**src/rtl/instruction_fetch_unit.sv**
```systemverilog
`default_nettype none
// ============================================================================
// Module      : instruction_fetch_unit
// Description : Front end of the 32-bit MIPS pipeline. Owns the PC and fetches
//               one instruction per request, with at most one request in
//               flight. Delivers {instruction, PC+4} to decode over a
//               valid/ready handshake. A redirect from the jump/branch logic
//               reloads the PC and squashes any fetch that is stale.
// Ports       : clk, reset                   - clock, sync active-high reset
//               redirectValid, redirectPC    - next-PC override
//               imemReq/imemAddr/imemReady   - fetch request channel
//               imemRspValid/imemRspData     - fetch response channel
//               outValid/outInstruction/
//               outPC4/outReady              - decode handshake
// Revision    : 1.0 - initial release
// ============================================================================
module instruction_fetch_unit #(
    parameter logic [31:0] RESET_PC = 32'h0000_0000
) (
    input  logic        clk,
    input  logic        reset,
    input  logic        redirectValid,
    input  logic [31:0] redirectPC,
    output logic        imemReq,
    output logic [31:0] imemAddr,
    input  logic        imemReady,
    input  logic        imemRspValid,
    input  logic [31:0] imemRspData,
    output logic        outValid,
    output logic [31:0] outInstruction,
    output logic [31:0] outPC4,
    input  logic        outReady
);

    localparam logic [1:0] c_FETCH = 2'd0;
    localparam logic [1:0] c_WAIT  = 2'd1;
    localparam logic [1:0] c_FULL  = 2'd2;

    logic [1:0]  state_q, state_d;
    logic [31:0] pc_q, pc_d;
    logic        kill_q, kill_d;
    logic        out_valid_q, out_valid_d;
    logic [31:0] out_instr_q, out_instr_d;
    logic [31:0] out_pc4_q, out_pc4_d;

    logic [31:0] w_pc_plus4;
    logic [31:0] w_redirect_aligned;

    assign w_pc_plus4         = pc_q + 32'd4;
    assign w_redirect_aligned = redirectPC & ~32'h0000_0003;

    // State and datapath registers
    always_ff @(posedge clk) begin
        if (reset) begin
            state_q     <= c_FETCH;
            pc_q        <= RESET_PC;
            kill_q      <= 1'b0;
            out_valid_q <= 1'b0;
            out_instr_q <= 32'h0;
            out_pc4_q   <= 32'h0;
        end else begin
            state_q     <= state_d;
            pc_q        <= pc_d;
            kill_q      <= kill_d;
            out_valid_q <= out_valid_d;
            out_instr_q <= out_instr_d;
            out_pc4_q   <= out_pc4_d;
        end
    end

    // Next-state logic. A redirect always wins over the response, the decode
    // handshake and the sequential PC increment.
    always_comb begin
        state_d     = state_q;
        pc_d        = pc_q;
        kill_d      = kill_q;
        out_valid_d = out_valid_q;
        out_instr_d = out_instr_q;
        out_pc4_d   = out_pc4_q;

        if (redirectValid) begin
            pc_d        = w_redirect_aligned;
            out_valid_d = 1'b0;
        end

        case (state_q)
            c_FETCH: begin
                // The request is accepted even when a redirect arrives in the
                // same cycle; its response must then be discarded.
                if (imemReady) begin
                    state_d = c_WAIT;
                    if (redirectValid) begin
                        kill_d = 1'b1;
                    end
                end
            end
            c_WAIT: begin
                if (redirectValid) begin
                    if (imemRspValid) begin
                        kill_d  = 1'b0;
                        state_d = c_FETCH;
                    end else begin
                        kill_d = 1'b1;
                    end
                end else if (imemRspValid) begin
                    if (kill_q) begin
                        kill_d  = 1'b0;
                        state_d = c_FETCH;
                    end else begin
                        out_instr_d = imemRspData;
                        out_pc4_d   = w_pc_plus4;
                        pc_d        = w_pc_plus4;
                        out_valid_d = 1'b1;
                        state_d     = c_FULL;
                    end
                end
            end
            c_FULL: begin
                if (redirectValid || outReady) begin
                    out_valid_d = 1'b0;
                    state_d     = c_FETCH;
                end
            end
            default: begin
                state_d = c_FETCH;
            end
        endcase
    end

    // Output logic
    always_comb begin
        imemReq        = (state_q == c_FETCH) && !reset;
        imemAddr       = pc_q;
        outValid       = out_valid_q;
        outInstruction = out_instr_q;
        outPC4         = out_pc4_q;
    end

endmodule
`default_nettype wire

```
**config.mk**
```make
export PLATFORM = sky130hd
export DESIGN_NAME = instruction_fetch_unit
export DESIGN_NICKNAME = d
export VERILOG_FILES = /design/src/rtl/instruction_fetch_unit.sv
export SDC_FILE = /design/constraint.sdc
export NUM_CORES = 1
export LEC_CHECK = 0
export ABC_AREA = 1
export ABC_CLOCK_PERIOD_IN_PS = 4600
export CAP_MARGIN = 20
export CELL_PAD_IN_SITES_DETAIL_PLACEMENT = 0
export CELL_PAD_IN_SITES_GLOBAL_PLACEMENT = 2
export CORE_MARGIN = 3
export CORE_UTILIZATION = 25
export CTS_CLUSTER_SIZE = 25
export DETAILED_ROUTE_END_ITERATION = 8
export PLACE_DENSITY = 0.87
export SYNTH_ARGS = -nofsm -noshare
export SYNTH_HDL_FRONTEND = slang
export SYNTH_SLANG_ARGS = --single-unit
```
**constraint.sdc**
```tcl
create_clock -name clk -period 4.6 [get_ports clk]
set_input_delay 0.69 -clock clk [delete_from_list [all_inputs] [get_ports clk]]
set_output_delay 0.69 -clock clk [all_outputs]
set_load 0.005 [all_outputs]
```
==> reports/metrics.csv, run 1 <==
metric,value,unit
status,finished clean,
ys_types,36,
core,18090,sq um
grt_antenna_before_repair,1,
p_total,2.463,mW
final_cell_mix,"clkdlybuf4s50_1, nor2_1, nand2_1",
r2r_cells,8,
cp-end-kind,primary output,
p_leak,2.626,nW
regArea,2002,sq um
met2_usage,25.52,%
syn_area_per_cell,7.019,sq um
die_h,142.2,um
via_per_inst,4.437,
grt.total_usage,15.77,%
whs,0.4618,ns
yosysTopAreaCellShare,43.15,%
cp-start-kind,primary input,
cp_common_cell,clkdlybuf4s50_1,
syn_inst,661,
crit_arrival,2.49,ns
setup_viol,0,
core.rowCount,49,
yosysWarnings,0,
slowest_delay,1.17,ns
cts_setup_buffers,0,
gp_congestion,0.8602,
syn2layout_area_growth,45.95,%
synth_compound_area_share,15.45,%
h-tree-depth,3,
synth.area.top_cells,"dfxtp_1, nor2_1, nand2_1, o21ai_0, a21oi_1",
ys_seq_area_share,43.15,%
wl_per_cell,15.18,um
path_class,in2out,
grt_pass1_vias,4502,
synth_fa_ha_area_share,1.079,%
clk_pin_slew_worst_paths,0.07,ns
worstPathCellList,clkdlybuf4s50_1 -> nor2_1 -> clkdlybuf4s50_1,
post_cts_resized,0,
cp_slowest_cell,clkdlybuf4s50_1,
vias,4632,
cts_sinks,100,
tightest_slew,1.060,ns
gr-total-overflow,0,
worstHoldPathType,reg2reg,
cts-buffers-inserted,9,
dr.pass1.iters,4,
min_path_cells,2,
dp_hpwl,11.40,mm
min_period,3.180,ns
final_common_cell,clkdlybuf4s50_1,
clock_latency,0.36,ns
cts_hold_buf,0,
fmax,0.3144,GHz
n_antenna_cell,0,
grtUsageMet3,5.948,%
r2r-start,state_q[1],
clock_skew,0.01197,ns
multi_input_area,2265,sq um
synthXorXnorAreaFrac,1.699,%
synth_top_family_by_area,simple AND/OR/NAND/NOR gates,
r2r_end,imemAddr[19],
dpl_worst_slack,1.322,ns
final_max_slew_viol_count,0,
grt_max_degree,68,
synth_area,4639,sq um
num_io_pins,168,
rsz0062_at_grt,no,
cts_tree,built,
ir_worst_vdd,0.2234,mV
fill_cells,1944,
cts.path.max_buffers,2,
synth_fp_nets,735,
final_nets,884,
r2r_slack,2.15,ns
finalWirelength,15.85,mm
synth_simple_gate_area_share,30.58,%
worstHoldStart,imemAddr[0],
drt_iter0_drc,252,
setup_ws,1.420,ns
synth.ff_latch_count,100,
die_area,20230,sq um
synth_mux_area_share,0,%
use_met1,19.83,%
cp.required,3.91,ns
power_density,363.8,nW/um^2
finalHoldViolations,0,
fin_tns_setup,0,ns
drc,0,
initial_utilization,25.65,%
relSlewSlack,29.10,%
root_buffer,clkbuf_16,
finalCritPeriodShare,69.14,%
fp.dieW,142.2,um
synth_top_area_cell,dfxtp_1,
portBuffers,165,
path_max_fanout,22,
grt_pass1_wl,25.03,mm
drive_gt1_share,5.890,%
fin_area,6771,sq um
min_to,imemAddr[0],
placed_area,6455,sq um
cap_violations,0,
grt_busiest_layer,met2,
drtAntennaViolNets,0,
## through the flow
stage,utilization (%),instances
after floorplan,-,661
after global routing,37.44,1044
after CTS,37.44,1044
after global placement,35.69,1028
final,37.44,1044
after detailed placement,35.69,1028
## kinds of logic after synthesis
kind of cell	after synthesis
AND/OR/NAND/NOR	325
AO/OA/AOI/OAI	135
flip-flops	100
buffers and inverters	88
XOR/XNOR	9
adder cells (fa/ha/maj)	4
## routing by layer
metal	part of all wire, %	routed length, um	vias to the layer above
met3	7.4	1166	12
met2	45	7188	117
met1	46	7310	2076
li1	-	-	2425
met4	1.1	171	2
met5	0.082	13	-
## critical path: cells and delay by family
kind | cells | cell delay [ns]
and+or+nand+nor | 1 | 0.11
buffers and inverters | 2 | 1.68
## synth_stat cells (all sizes together)
cell and instances:
o211ai 5, a21oi 48, o21ai 66, nor3 6
or2 2, clkbuf 15, nand3b 2, ha 4
a31oi 4, nand4 5, a22oi 1, dfxtp 100
xor2 7, nand3 28, and2 1, buf 17
xnor2 2, o22ai 7, a211oi 2, a22o 2
nor2 145, nand2 136, inv 56
## report_power, final
group	internal [mW]	leakage, nW	switching, mW	total, mW
clock	0.479	0.157	0.352	0.830
combinational	0.296	1.65	0.299	0.595
sequential	0.959	0.816	0.0793	1.04
## registers in the layout, summed over array words and instances (netlist names)
name            count
imemAddr           32
outInstruction     32
state_q             2
kill_q              1
outPC4             32
outValid            1
## final cells by class
type                       count  area share [%]
timing repair buffer         170           24.94
inverter                      56           3.141
clock inverter                 6           1.293
clock buffer                  10           3.381
multi-input combinational    473           33.44
tap                          229           4.231
sequential                   100           29.56
## worst max-delay path by stage
stage                  startpoint  cells after the start        end  slack [ns]
detailed placement  redirectValid                      8  outPC4[0]        1.32
global placement            reset                      5  outPC4[0]        1.32
global route                reset                      3    imemReq        1.26
finish                      reset                      3    imemReq        1.42
floorplan                   reset                      3    imemReq        2.68
CTS                         reset                      3    imemReq        1.39
No activity file was read; power rests on OpenSTA's default activity.
==> inputs of run 2 (changes only) <==
--- a/config.mk
+++ b/config.mk
@@ -6,15 +6,15 @@
 export NUM_CORES = 1
 export LEC_CHECK = 0
 export ABC_AREA = 1
-export ABC_CLOCK_PERIOD_IN_PS = 4600
+export ABC_CLOCK_PERIOD_IN_PS = 3300
 export CAP_MARGIN = 20
 export CELL_PAD_IN_SITES_DETAIL_PLACEMENT = 0
 export CELL_PAD_IN_SITES_GLOBAL_PLACEMENT = 2
 export CORE_MARGIN = 3
-export CORE_UTILIZATION = 25
+export CORE_UTILIZATION = 24
 export CTS_CLUSTER_SIZE = 25
 export DETAILED_ROUTE_END_ITERATION = 8
-export PLACE_DENSITY = 0.87
+export PLACE_DENSITY = 0.84
 export SYNTH_ARGS = -nofsm -noshare
 export SYNTH_HDL_FRONTEND = slang
 export SYNTH_SLANG_ARGS = --single-unit
==> constraint.sdc (replaced) <==
create_clock -name clk -period 3.3 [get_ports clk]
set_input_delay 0.495 -clock clk [delete_from_list [all_inputs] [get_ports clk]]
set_output_delay 0.495 -clock clk [all_outputs]
set_load 0.005 [all_outputs]
==> run 2 against run 1 <==
Net effect: hold slack got worse by 0.0075 ns; non-clock buffer count increased by 3; global-route usage decreased by 0.47 points; worst setup slack got worse by 0.39 ns; routed wire length increased by 1.8%; sequential share of layout area decreased by 0.27 points; sequential power increased by 39%; via count increased by 0.11%; clock skew decreased by 0.0014 ns; combinational power increased by 41%; critical path type is now reg2reg.
==> reports/metrics.csv, run 2 (synthesis results as in run 1) <==
metric,value,unit,change
root_buffer,clkbuf_16,,
cp-start-kind,flip-flop,,
worstPathCellList,inv_1 -> ha_1 -> nand2_4 -> nor2_8 -> inv_2 -> buf_4 -> nor2_1 -> nor2_1,,
grt_antenna_before_repair,0,,-1
path_class,reg2reg,,
syn2layout_area_growth,47.28,%,
tightest_slew,0.8778,ns,-0.1824 ns
dp_hpwl,11.79,mm,+3.5%
core,18830,sq um,+4.1%
status,finished clean,,
ir_worst_vdd,0.3013,mV,+35%
power_density,502.6,nW/um^2,+38%
cp-startpoint,state_q[1],,
cts-buffers-inserted,9,,unchanged
whs,0.4542,ns,-0.007512 ns
switching_share,29.54,%,-0.095 points
setup_viol,0,,unchanged
intPower,2.419,mW,+40%
grt_max_degree,68,,unchanged
p_leak,2.641,nW,+0.55%
utilization,36.29,%,-1.2 points
grt_pass1_vias,4701,,+4.4%
multi_input_area,2265,sq um,unchanged
clk_pin_slew_worst_paths,0.07,ns,about the same
cp_slowest_cell,inv_2,,
place_inst,1062,,+3.3%
wl_per_cell,14.97,um,-1.4%
finalWirelength,16.14,mm,+1.8%
cts.path.max_buffers,2,,unchanged
min_period,2.270,ns,
post_cts_resized,0,,unchanged
finalHoldViolations,0,,unchanged
drive_gt1_share,6.235,%,+0.35 points
cp.required,3.60,ns,-0.31 ns
path_max_fanout,46,,+110%
fp.dieW,145.0,um,+2.0%
setup_ws,1.030,ns,-0.3897 ns
r2r-start,state_q[1],,
portBuffers,165,,unchanged
num_io_pins,168,,unchanged
n_antenna_cell,0,,unchanged
grt_pass1_wl,25.99,mm,+3.8%
vias,4637,,+0.11%
drc,0,,unchanged
regArea,2002,sq um,unchanged
clockPowerShare,33.5,%,-0.2 points
relSlewSlack,41.40,%,+12 points
finalCritPeriodShare,68.79,%,
slowest_delay,0.63,ns,-0.54 ns
final_max_slew_viol_count,0,,unchanged
final_common_cell,clkdlybuf4s50_1,,
cts_sinks,100,,unchanged
cts_hold_buf,0,,unchanged
die_area,21040,sq um,+4.0%
final_nets,887,,+0.34%
dpl_worst_slack,0.6141,ns,-0.7074 ns
drtAntennaViolNets,0,,unchanged
r2r_end,outInstruction[14],,
cap_violations,0,,unchanged
fin_tns_setup,0,ns,unchanged
gp_congestion,0.7761,,-9.8%
initial_utilization,24.64,%,-1.0 points
setup.worst_path.end,outInstruction[14],,
die_h,145.0,um,+2.0%
clock_latency,0.36,ns,about the same
fill_cells,2031,,+4.5%
cp-end-kind,flip-flop,,
fmax,0.4405,GHz,
final_cell_mix,"clkdlybuf4s50_1, nor2_1, nand2_1",,
p_switching,1.014,mW,+39%
gr-total-overflow,0,,unchanged
core.rowCount,50,,+2.0%
h-tree-depth,3,,unchanged
crit_arrival,2.57,ns,+0.08 ns
cp_common_cell,nor2_1,,
grt.total_usage,15.30,%,-0.47 points
worstHoldPathType,reg2reg,,
p_comb_share,24.3,%,about the same
cts_setup_buffers,0,,unchanged
clock_skew,0.01060,ns,-0.001368 ns
r2r_cells,8,,unchanged
r2r_slack,1.03,ns,-1.12 ns
cts_tree,built,,
rsz0062_at_grt,no,,
final_cells,1078,,+3.3%
dr.pass1.iters,4,,unchanged
via_per_inst,4.301,,-3.0%
drt_iter0_drc,224,,-11%
pwr-share-seq,42.2,%,about the same
-- run 2: worst min-delay path by stage --
stage	from	endpoint	cells past startpoint
6_report	imemAddr[1]	imemAddr[1]	2
3_5_place_dp	imemAddr[1]	imemAddr[1]	2
3_3_place_gp	imemAddr[1]	imemAddr[1]	2
4_1_cts	imemAddr[1]	imemAddr[1]	2
2_1_floorplan	imemAddr[1]	imemAddr[1]	2
5_1_grt	imemAddr[1]	imemAddr[1]	2
-- run 2: metrics by stage --
stage | instance area (sq um) | power, mW
floorplan | 4639 | 1.868
global placement | 6516 | 2.324
detailed placement | 6516 | 2.322
CTS | 6833 | 3.501
global route | 6833 | 3.639
finish | 6833 | 3.434
-- run 2: area by class of cell --
class,count,share of cell area [%]
multi-input cells,473,33.14
flip-flops and latches,100,29.30
repair buffers,173,25.05
well taps,260,4.761
clock buffers,10,3.351
inverters,56,3.113
clock inverters,6,1.282
-- run 2: power groups by stage --
| stage | registers [mW] | logic [mW] | clock network [mW] |
|---|---|---|---|
| 5_1_grt | 1.47 | 0.936 | 1.23 |
| 3_3_place_gp | 1.47 | 0.849 | 0 |
| 2_1_floorplan | 1.46 | 0.406 | 0 |
| 4_1_cts | 1.45 | 0.851 | 1.20 |
| 3_5_place_dp | 1.48 | 0.847 | 0 |
| 6_report | 1.45 | 0.836 | 1.15 |
-- run 2: layer usage --
metal	track usage, %	vias up	routed length [um]	share of wire (%)
met2	25.16	126	7368	46
li1	-	2428	-	-
met3	5.403	12	1187	7.4
met4	3.848	0	212	1.3
met1	19.21	2071	7367	46
met5	0	-	0	0
-- run 2: worst max-delay path: cells and delay by family, from the launching register on --
kind / cells / cell delay (ns)
DFF: 1 / 0.34
and+or+nand+nor: 4 / 0.44
buffers and inverters: 3 / 1.08
adders and majority gates: 1 / 0.33
==> inputs of run 3 (changes only) <==
--- a/config.mk
+++ b/config.mk
@@ -6,15 +6,15 @@
 export NUM_CORES = 1
 export LEC_CHECK = 0
 export ABC_AREA = 1
-export ABC_CLOCK_PERIOD_IN_PS = 3300
+export ABC_CLOCK_PERIOD_IN_PS = 2040
 export CAP_MARGIN = 20
 export CELL_PAD_IN_SITES_DETAIL_PLACEMENT = 0
 export CELL_PAD_IN_SITES_GLOBAL_PLACEMENT = 2
 export CORE_MARGIN = 3
-export CORE_UTILIZATION = 24
+export CORE_UTILIZATION = 21
 export CTS_CLUSTER_SIZE = 25
 export DETAILED_ROUTE_END_ITERATION = 8
-export PLACE_DENSITY = 0.84
+export PLACE_DENSITY = 0.78
 export SYNTH_ARGS = -nofsm -noshare
 export SYNTH_HDL_FRONTEND = slang
 export SYNTH_SLANG_ARGS = --single-unit
==> constraint.sdc (replaced) <==
create_clock -name clk -period 2.04 [get_ports clk]
set_input_delay 0.306 -clock clk [delete_from_list [all_inputs] [get_ports clk]]
set_output_delay 0.306 -clock clk [all_outputs]
set_load 0.005 [all_outputs]
==> run 3 against run 2 <==
Net effect: cell count up 2.7%; clock power rose by 70%; final area is 2.5% higher; worst setup slack lost 0.83 ns; via count grew 0.91%; power rose by 67%; count of clock-buffer cells in the layout grew 1; die area rose by 14%; combinational power is 72% higher; sequential share of layout area is 0.71 points lower; global-route usage is 1.5 points lower; sequential power rose by 61%.
==> reports/metrics.csv, run 3 (synthesis results as in run 1) <==
metric,value,unit,change
cts_hold_buf,0,,unchanged
wl_per_cell,15.28,um,+2.1%
portBuffers,165,,unchanged
n_antenna_cell,0,,unchanged
status,finished clean,,
grt.total_usage,13.84,%,-1.5 points
min_period,1.836,ns,-0.4336 ns
worstHoldPathType,reg2reg,,
clock_skew,0.01279,ns,+0.002185 ns
crit_arrival,2.06,ns,-0.51 ns
gr-total-overflow,0,,unchanged
grt_max_degree,54,,-21%
fp.dieW,154.6,um,+6.6%
ir_worst_vdd,0.4618,mV,+53%
p_total,5.727,mW,+67%
switching_share,29.37,%,-0.18 points
dp_hpwl,12.67,mm,+7.4%
gp_congestion,0.8549,,+10%
num_io_pins,168,,unchanged
drive_gt1_share,7.933,%,+1.7 points
final_common_cell,clkdlybuf4s50_1,,
cts_setup_buffers,0,,unchanged
worstPathCellList,ha_1 -> nand3_2 -> nor2_1 -> nand3_1 -> xor2_1 -> nand2_1 -> a21oi_1,,
die_area,23910,sq um,+14%
worstHoldStart,outPC4[21],,
tightest_slew,0.3788,ns,-0.4990 ns
p_comb_share,25.1,%,+0.8 points
power_density,817.8,nW/um^2,+63%
regArea,2002,sq um,unchanged
setup_viol,0,,unchanged
cp_slowest_cell,dfxtp_1,,
p_switching,1.682,mW,+66%
drc,0,,unchanged
syn2layout_area_growth,50.94,%,
cp_num_buf_inv,0,,-3
multi_input_area,2265,sq um,unchanged
root_buffer,clkbuf_16,,
slowest_delay,0.40,ns,-0.23 ns
finalWirelength,16.91,mm,+4.8%
p_leak,2.740,nW,+3.8%
final_max_slew_viol_count,0,,unchanged
initial_utilization,21.73,%,-2.9 points
grt_pass1_vias,4599,,-2.2%
r2r-start,imemAddr[2],,
fin_tns_setup,0,ns,unchanged
die_h,154.6,um,+6.6%
relSlewSlack,74.48,%,+33 points
pwr-share-seq,40.8,%,-1.4 points
cp-startpoint,imemAddr[2],,
dr.pass1.iters,4,,unchanged
final_nets,901,,+1.6%
path_max_fanout,4,,-91%
cts_sinks,100,,unchanged
grt_antenna_before_repair,0,,unchanged
final_cell_mix,"clkdlybuf4s50_1, nor2_1, nand2_1",,
cp-end-kind,flip-flop,,
grt_pass1_wl,26.07,mm,+0.32%
setup_ws,0.2036,ns,-0.8264 ns
core.rowCount,53,,+6.0%
cts_tree,built,,
finalHoldViolations,0,,unchanged
path_delay_family,simple AND/OR/NAND/NOR gates,,
fill_cells,2318,,+14%
clock_latency,0.35,ns,about the same
utilization,32.80,%,-3.5 points
path_class,reg2reg,,
finalCritPeriodShare,90.02,%,+21 points
intPower,4.045,mW,+67%
cap_violations,0,,unchanged
post_cts_resized,0,,unchanged
cp-start-kind,flip-flop,,
dpl_worst_slack,0.1107,ns,-0.5035 ns
drt_iter0_drc,235,,+4.9%
vias,4679,,+0.91%
cp.required,2.27,ns,-1.33 ns
clockPowerShare,34.1,%,+0.6 points
rsz0062_at_grt,no,,
core,21350,sq um,+13%
fmax,0.5445,GHz,+24%
cts.path.max_buffers,2,,unchanged
clk_pin_slew_worst_paths,0.07,ns,about the same
via_per_inst,4.227,,-1.7%
drtAntennaViolNets,0,,unchanged
cts-buffers-inserted,9,,unchanged
h-tree-depth,3,,unchanged
==> run 3: final cells by class <==
| cell class | count | share of cell area (%) |
|---|---|---|
| multi-input cells | 473 | 32.34 |
| flip-flops and latches | 100 | 28.59 |
| repair buffers | 187 | 26.34 |
| well taps | 275 | 4.913 |
| clock buffers | 11 | 3.609 |
| inverters | 56 | 3.037 |
| clock inverters | 5 | 1.179 |
==> run 3: power groups by stage <==
stage / logic (mW) / registers [mW] / clock network (mW)
floorplan: 0.657 / 2.36 / 0
global placement: 1.47 / 2.38 / 0
detailed placement: 1.46 / 2.38 / 0
CTS: 1.47 / 2.34 / 2.03
global route: 1.60 / 2.37 / 2.10
finish: 1.44 / 2.34 / 1.95
==> run 3: worst register-to-register path: cells and delay by family, from the launching register on <==
family	cells	cell delay (ns)
xor gates and xnor gates	1	0.18
and+or+nand+nor	4	0.81
adders and majority gates	1	0.26
DFF	1	0.40
AOI/OAI and AO/OA	1	0.06
==> run 3: final timing paths <==
check / endpoint / slack, ns / cells after the start
setup reg to reg: outPC4[16] / 0.20 / 7
hold reg to reg: outPC4[21] / 0.47 / 2
setup / recovery: outPC4[16] / 0.20 / 7
hold / removal: outPC4[21] / 0.47 / 2
==> run 3: through the flow <==
step           cells  hold slack [ns]  instance area [sq um]
2_1_floorplan    661           0.4297                   4639
3_3_place_gp    1091           0.4543                   6665
3_5_place_dp    1091           0.4552                   6665
4_1_cts         1107           0.4663                   7000
5_1_grt         1107           0.4754                   7003
6_report        1107           0.4654                   7003
==> run 3: per-layer routing <==
metal	track usage, %	vias up	part of all wire, %
li1	-	2455	-
met1	17.88	2047	45
met2	21.78	153	45
met3	4.757	24	8.4
met4	4.373	0	2.2
met5	0	-	0
